`config.mk`:
```
export PLATFORM = sky130hd
export DESIGN_NAME = pic_prog_loader
export DESIGN_NICKNAME = d
export VERILOG_FILES = /design/src/rtl/pic_prog_loader.sv
export SDC_FILE = /design/constraint.sdc
export NUM_CORES = 1
export LEC_CHECK = 0
export CAP_MARGIN = 20
export CORE_ASPECT_RATIO = 1.4
export CORE_UTILIZATION = 29
export DETAILED_ROUTE_END_ITERATION = 8
export SLEW_MARGIN = 20
export SYNTH_ARGS = -nofsm -noshare
export SYNTH_HDL_FRONTEND = slang
export SYNTH_SLANG_ARGS = --single-unit
```
`constraint.sdc`:
```
create_clock -name clock -period 3.3 [get_ports clock]
set_input_delay 0.99 -clock clock [delete_from_list [all_inputs] [get_ports clock]]
set_output_delay 0.99 -clock clock [all_outputs]
set_load 0.005 [all_outputs]
```
`src/rtl/pic_prog_loader.sv`:
```
// Byte-stream program loader for the PIC core's writable program memory.
// Parses a framed packet (header, address, count, data pairs, checksum).
// Writes each 12-bit instruction word with a single write-strobe cycle.
// Holds the core in reset while a load is in progress, pulses done when a
// load succeeds and keeps error raised after a failed load.
module pic_prog_loader #(
  parameter logic [7:0] HEADER  = 8'hA5,
  parameter int         ADDR_W  = 9,
  parameter int         DATA_W  = 12,
  parameter int         TIMEOUT = 1023
) (
  input  logic              clock,
  input  logic              reset,
  input  logic [7:0]        in_data,
  input  logic              in_valid,
  output logic              in_ready,
  output logic              mem_we,
  output logic [ADDR_W-1:0] mem_addr,
  output logic [DATA_W-1:0] mem_wdata,
  output logic              core_hold,
  output logic              done,
  output logic              error,
  output logic [9:0]        words_loaded,
  output logic [3:0]        state_dbg
);

  localparam int TMO_W = $clog2(TIMEOUT + 1);

  typedef enum logic [3:0] {
    IDLE    = 4'd0,
    ADDR_LO = 4'd1,
    ADDR_HI = 4'd2,
    CNT_LO  = 4'd3,
    CNT_HI  = 4'd4,
    DATA_LO = 4'd5,
    DATA_HI = 4'd6,
    CHECK   = 4'd7,
    DONE    = 4'd8,
    ERR     = 4'd9
  } state_t;

  state_t              state_q, state_d;
  logic [ADDR_W-1:0]   addr_q, addr_d;
  logic [ADDR_W-1:0]   maddr_q, maddr_d;
  logic [DATA_W-1:0]   wdata_q, wdata_d;
  logic                we_q, we_d;
  logic [9:0]          cnt_q, cnt_d;
  logic [9:0]          words_q, words_d;
  logic [7:0]          chk_q, chk_d;
  logic [7:0]          lo_q, lo_d;
  logic [TMO_W-1:0]    tmo_q, tmo_d;
  logic                alive_q;
  logic                accept;
  logic                active;
  logic [9:0]          cnt_full;

  // Handshake: a byte transfers on a rising clock edge where in_valid and
  // in_ready are both high; in_ready depends only on registered state, so
  // the source may hold in_valid/in_data until it sees the transfer.
  assign accept   = in_valid & in_ready;
  assign active   = state_q inside {ADDR_LO, ADDR_HI, CNT_LO, CNT_HI,
                                    DATA_LO, DATA_HI, CHECK};
  assign cnt_full = {in_data[1:0], cnt_q[7:0]};

  // Next-state, datapath and timeout logic.
  always_comb begin
    state_d = state_q;
    addr_d  = addr_q;
    maddr_d = maddr_q;
    wdata_d = wdata_q;
    we_d    = 1'b0;
    cnt_d   = cnt_q;
    words_d = words_q;
    chk_d   = chk_q;
    lo_d    = lo_q;
    tmo_d   = tmo_q;

    // Idle-gap watchdog inside a packet; any accepted byte restarts it.
    if (active) begin
      if (accept) begin
        tmo_d = '0;
      end else if (tmo_q == TMO_W'(TIMEOUT - 1)) begin
        state_d = ERR;
      end else begin
        tmo_d = tmo_q + 1'b1;
      end
    end

    case (state_q)
      IDLE, ERR: begin
        if (accept && in_data == HEADER) begin
          state_d = ADDR_LO;
          chk_d   = '0;
          words_d = '0;
          tmo_d   = '0;
        end
      end
      ADDR_LO: begin
        if (accept) begin
          addr_d[7:0] = in_data;
          chk_d       = chk_q + in_data;
          state_d     = ADDR_HI;
        end
      end
      ADDR_HI: begin
        if (accept) begin
          addr_d[ADDR_W-1] = in_data[0];
          chk_d            = chk_q + in_data;
          state_d          = CNT_LO;
        end
      end
      CNT_LO: begin
        if (accept) begin
          cnt_d   = {2'b00, in_data};
          chk_d   = chk_q + in_data;
          state_d = CNT_HI;
        end
      end
      CNT_HI: begin
        if (accept) begin
          cnt_d   = cnt_full;
          chk_d   = chk_q + in_data;
          state_d = (cnt_full == 10'd0 || cnt_full > 10'd512) ? ERR : DATA_LO;
        end
      end
      DATA_LO: begin
        if (accept) begin
          lo_d    = in_data;
          chk_d   = chk_q + in_data;
          state_d = DATA_HI;
        end
      end
      DATA_HI: begin
        // Word is presented to memory on the next cycle; address and
        // counters advance now so the following byte can arrive back-to-back.
        if (accept) begin
          we_d    = 1'b1;
          wdata_d = {in_data[3:0], lo_q};
          maddr_d = addr_q;
          addr_d  = addr_q + 1'b1;
          words_d = words_q + 1'b1;
          cnt_d   = cnt_q - 1'b1;
          chk_d   = chk_q + in_data;
          state_d = (cnt_q == 10'd1) ? CHECK : DATA_LO;
        end
      end
      CHECK: begin
        if (accept) begin
          state_d = (in_data == chk_q) ? DONE : ERR;
        end
      end
      DONE: begin
        state_d = IDLE;
      end
      default: begin
        state_d = IDLE;
      end
    endcase
  end

  // State and datapath registers; reset abandons any partial packet.
  always_ff @(posedge clock or negedge reset) begin
    if (!reset) begin
      state_q <= IDLE;
      addr_q  <= '0;
      maddr_q <= '0;
      wdata_q <= '0;
      we_q    <= 1'b0;
      cnt_q   <= '0;
      words_q <= '0;
      chk_q   <= '0;
      lo_q    <= '0;
      tmo_q   <= '0;
      alive_q <= 1'b0;
    end else begin
      state_q <= state_d;
      addr_q  <= addr_d;
      maddr_q <= maddr_d;
      wdata_q <= wdata_d;
      we_q    <= we_d;
      cnt_q   <= cnt_d;
      words_q <= words_d;
      chk_q   <= chk_d;
      lo_q    <= lo_d;
      tmo_q   <= tmo_d;
      alive_q <= 1'b1;
    end
  end

  // Outputs are decoded from registers so they drop as soon as reset asserts.
  assign in_ready     = alive_q && (state_q != DONE);
  assign mem_we       = we_q;
  assign mem_addr     = maddr_q;
  assign mem_wdata    = wdata_q;
  assign core_hold    = (state_q != IDLE) && (state_q != DONE);
  assign done         = (state_q == DONE);
  assign error        = (state_q == ERR);
  assign words_loaded = words_q;
  assign state_dbg    = state_q;

endmodule

```
==> results.py <==
metrics = {
    "worst_setup_path": {
        "cpPeakStageDelay_ps": 570,
        "path_delay_family": "simple AND/OR/NAND/NOR gates",
        "cp_max_fo": 6,
        "worstSetupStartpoint": "in_data[3]",
        "critPathLaunchType": "primary input",
        "path_cells": "clkdlybuf4s50_1 -> nand4bb_4 -> or4b_4 -> a2111o_1 -> or4_1 -> a21oi_1",
        "cp.arrival_ps": 3420,
        "reg2reg_from": "state_dbg[0]",
        "cpMaxStageDelayCell": "or4b_4",
        "required_ps": 3570,
        "path_buf_inv": 1,
        "critPathCaptureType": "register",
        "critPathKind": "in -> reg",
    },
    "clocking": {
        "clkTransAtPathRegs_ps": 70,
        "cts_tree": "built",
        "cts.path.max_buffers": 2,
        "cts_num_sinks": 82,
        "numCtsBuffers": 9,
        "clock_latency_ps": 350,
        "root_buffer": "clkbuf_16",
        "h-tree-depth": 3,
        "post-cts-setup-buffers": 0,
    },
    "timing": {
        "finalSetupViolCount": 0,
        "finalHoldViolCount": 0,
        "max_freq_ghz": 0.318,
        "relSlewSlack_pct": 58.7,
        "rsz0062_at_grt": "no",
        "slew_violations": 0,
        "whs_ps": 506,
        "finalWorstSetupSlack_ps": 154,
        "layout_worst_path_cycle_share_pct": 95.3,
        "fin_crit_ps": 3150,
        "fin_worst_skew_ps": 6.89,
        "tightest_slew_ps": 614,
    },
    "grt": {
        "first_global_vias": 3981,
        "antenna_found_initial": 0,
        "grt_pass1_wl_um": 19900,
        "grt_max_degree": 44,
        "grt-ovfl-total": 0,
        "gr-usage-all-layers_pct": 16.0,
    },
    "layout": {
        "n_antenna_cell": 0,
        "final_cell_mix": "dfrtp_1, clkdlybuf4s50_1, a21oi_1, nor2_1, o21ai_0",
        "drive_gt1_share_pct": 16.0,
        "design_area_sq_um": 5690,
        "finalNonFillerCells": 741,
        "final_common_cell": "dfrtp_1",
        "final_nets": 569,
        "layout-area-overhead-vs-synth_pct": 27.6,
    },
    "yosys": {
        "synth.net_count": 496,
        "ys_ff_latch": 82,
        "syn_inst": 471,
        "synth_flop_cell": "dfrtp_1",
        "synth-warning-count": 0,
        "synthArstFlopShare_pct": 100,
        "syn_area_sq_um": 4460,
        "synth-edff-count": 0,
        "synth.yosys.seq_area_share_pct": 46.0,
        "avgSynthCellArea_sq_um": 9.47,
        "synth_cell_types": 51,
    },
    "pwr": {
        "swShare_pct": 30.2,
        "intPower_mw": 1.83,
        "p_sw_mw": 0.791,
        "p_leak_nw": 2.43,
        "powerDensity_nw_per_um2": 460,
        "p_clk_share_pct": 38.0,
        "p_comb_share_pct": 17.2,
        "max-vdd-ir-drop_v": 0.000212,
        "total_power_mw": 2.62,
        "seqPwrFrac_pct": 44.8,
    },
    "drt": {
        "drc": 0,
        "drtAntennaViolNets": 0,
        "postRouteWirelength_um": 12000,
        "num_vias": 3877,
        "first_pass_iters": 4,
        "avgViaCountPerCell": 5.23,
        "drtIter0Drc": 145,
        "wl_per_cell_um": 16.2,
    },
    "die": {
        "core_area_sq_um": 15000,
        "ios": 51,
        "start_util_pct": 29.7,
        "die-area_sq_um": 15900,
        "die_height_um": 149,
        "rows": 53,
        "fp.dieW_um": 107,
    },
    "placed_design": {
        "place_ws_ps": -352,
        "hpwl_um": 8950,
        "dpl_cell_area_sq_um": 5380,
        "placed_cells": 725,
        "portBuffers": 50,
        "place.gp.congestion": 0.939,
    },
    "hold_path": {
        "min_path_type": "reg -> reg",
        "worstHoldStart": "lo_q[6]",
    },
    "status": {
        "outcome": "completed",
    },
    "job": {
        "cap_viol_max_count": 0,
    },
}
==> kinds of logic after synthesis <==
family                   count (synthesis)  share of synthesized area, %
buffers and inverters                   37                          3.17
AO/OA/AOI/OAI                          131                          17.5
adder cells (fa/ha/maj)                 14                          4.10
other                                    1                        0.0841
AND/OR/NAND/NOR                        158                          17.9
multiplexers                            33                          8.25
flip-flops                              82                          46.0
XOR/XNOR                                15                          2.95
==> metrics by stage <==
stage	util, %	TNS [ps]
after global placement	35.9	-1570
final	38.0	0
after floorplan	-	0
after CTS	37.8	0
after detailed placement	35.9	-1840
after global routing	38.0	0
==> state kept, by name (all words and copies together), names as in the netlist <==
| register | cells |
|---|---|
| mem_wdata | 12 |
| cnt_q | 10 |
| tmo_q | 10 |
| words_loaded | 10 |
| addr_q | 9 |
| mem_addr | 9 |
| chk_q | 8 |
| lo_q | 8 |
| state_dbg | 4 |
| alive_q | 1 |
| mem_we | 1 |
==> cell usage after synthesis (all sizes together) (3+ instances only) <==
cell type / n / area (sq um)
mux2: 30 / 338
dfrtp: 82 / 2050
a21oi: 43 / 215
a22oi: 5 / 37.5
nor3: 23 / 115
or4: 4 / 30.0
xor2: 9 / 78.8
nor2b: 3 / 18.8
mux2i: 3 / 30.0
nand4: 4 / 25.0
nor4: 4 / 25.0
nor3b: 3 / 22.5
inv: 15 / 56.3
nand2b: 10 / 62.6
a31oi: 4 / 25.0
nor2: 38 / 143
o21a: 3 / 22.5
o32ai: 3 / 26.3
clkbuf: 21 / 80.1
xnor2: 6 / 52.6
o21ai: 37 / 185
a21o: 3 / 22.5
a211oi: 7 / 52.6
o22ai: 11 / 68.8
ha: 13 / 163
nand3: 23 / 115
o31ai: 4 / 30.0
or3: 4 / 25.0
nand2: 29 / 109
==> worst paths after layout <==
kind | end | slack [ps] | cells past startpoint
worst max register to register | words_loaded[9] | 630 | 6
min in group asynchronous | mem_addr[7] | 630 | 1
worst min register to register | lo_q[6] | 510 | 1
max in group asynchronous | alive_q | 1970 | 2
worst min-delay path | lo_q[6] | 510 | 1
worst max-delay path | words_loaded[9] | 150 | 6
==> cell type report <==
class / count / area, sq um
tap: 192 / 240
clock buffer: 9 / 225
fill: 1539 / 9300
clock inverter: 7 / 65.1
sequential: 82 / 2050
timing repair buffer: 84 / 756
multi-input combinational: 352 / 2290
inverter: 15 / 56.3
==> power groups by stage <==
stage / logic, mW / registers (mW) / clock network [mW]
2_1_floorplan: 0.297 / 1.17 / 0
6_report: 0.449 / 1.17 / 0.995
3_3_place_gp: 0.436 / 1.18 / 0
4_1_cts: 0.452 / 1.17 / 1.02
3_5_place_dp: 0.450 / 1.19 / 0
5_1_grt: 0.518 / 1.18 / 1.05
==> worst register-to-register path, delay by kind of cell (launching register included) <==
kind            cells  cell delay [ps]
compound gates      2              660
xor+xnor            1              180
buf+inv             1              220
flops               1              470
simple gates        2             1080
==> per-layer routing <==
metal	share of wire, %	vias to the layer above	global-route usage [%]
met3	3.3	25	2.32
met4	3.1	0	8.77
met5	0	-	0
li1	-	1877	-
met2	52	81	27.7
met1	42	1894	19.0
==> timing repair <==
action,in CTS,in global routing
hold buffers,0,0
endpoints found under the setup margin,1,4
gates resized for setup,0,3
pin swaps,1,2
No activity file was read; power rests on OpenSTA's default activity.
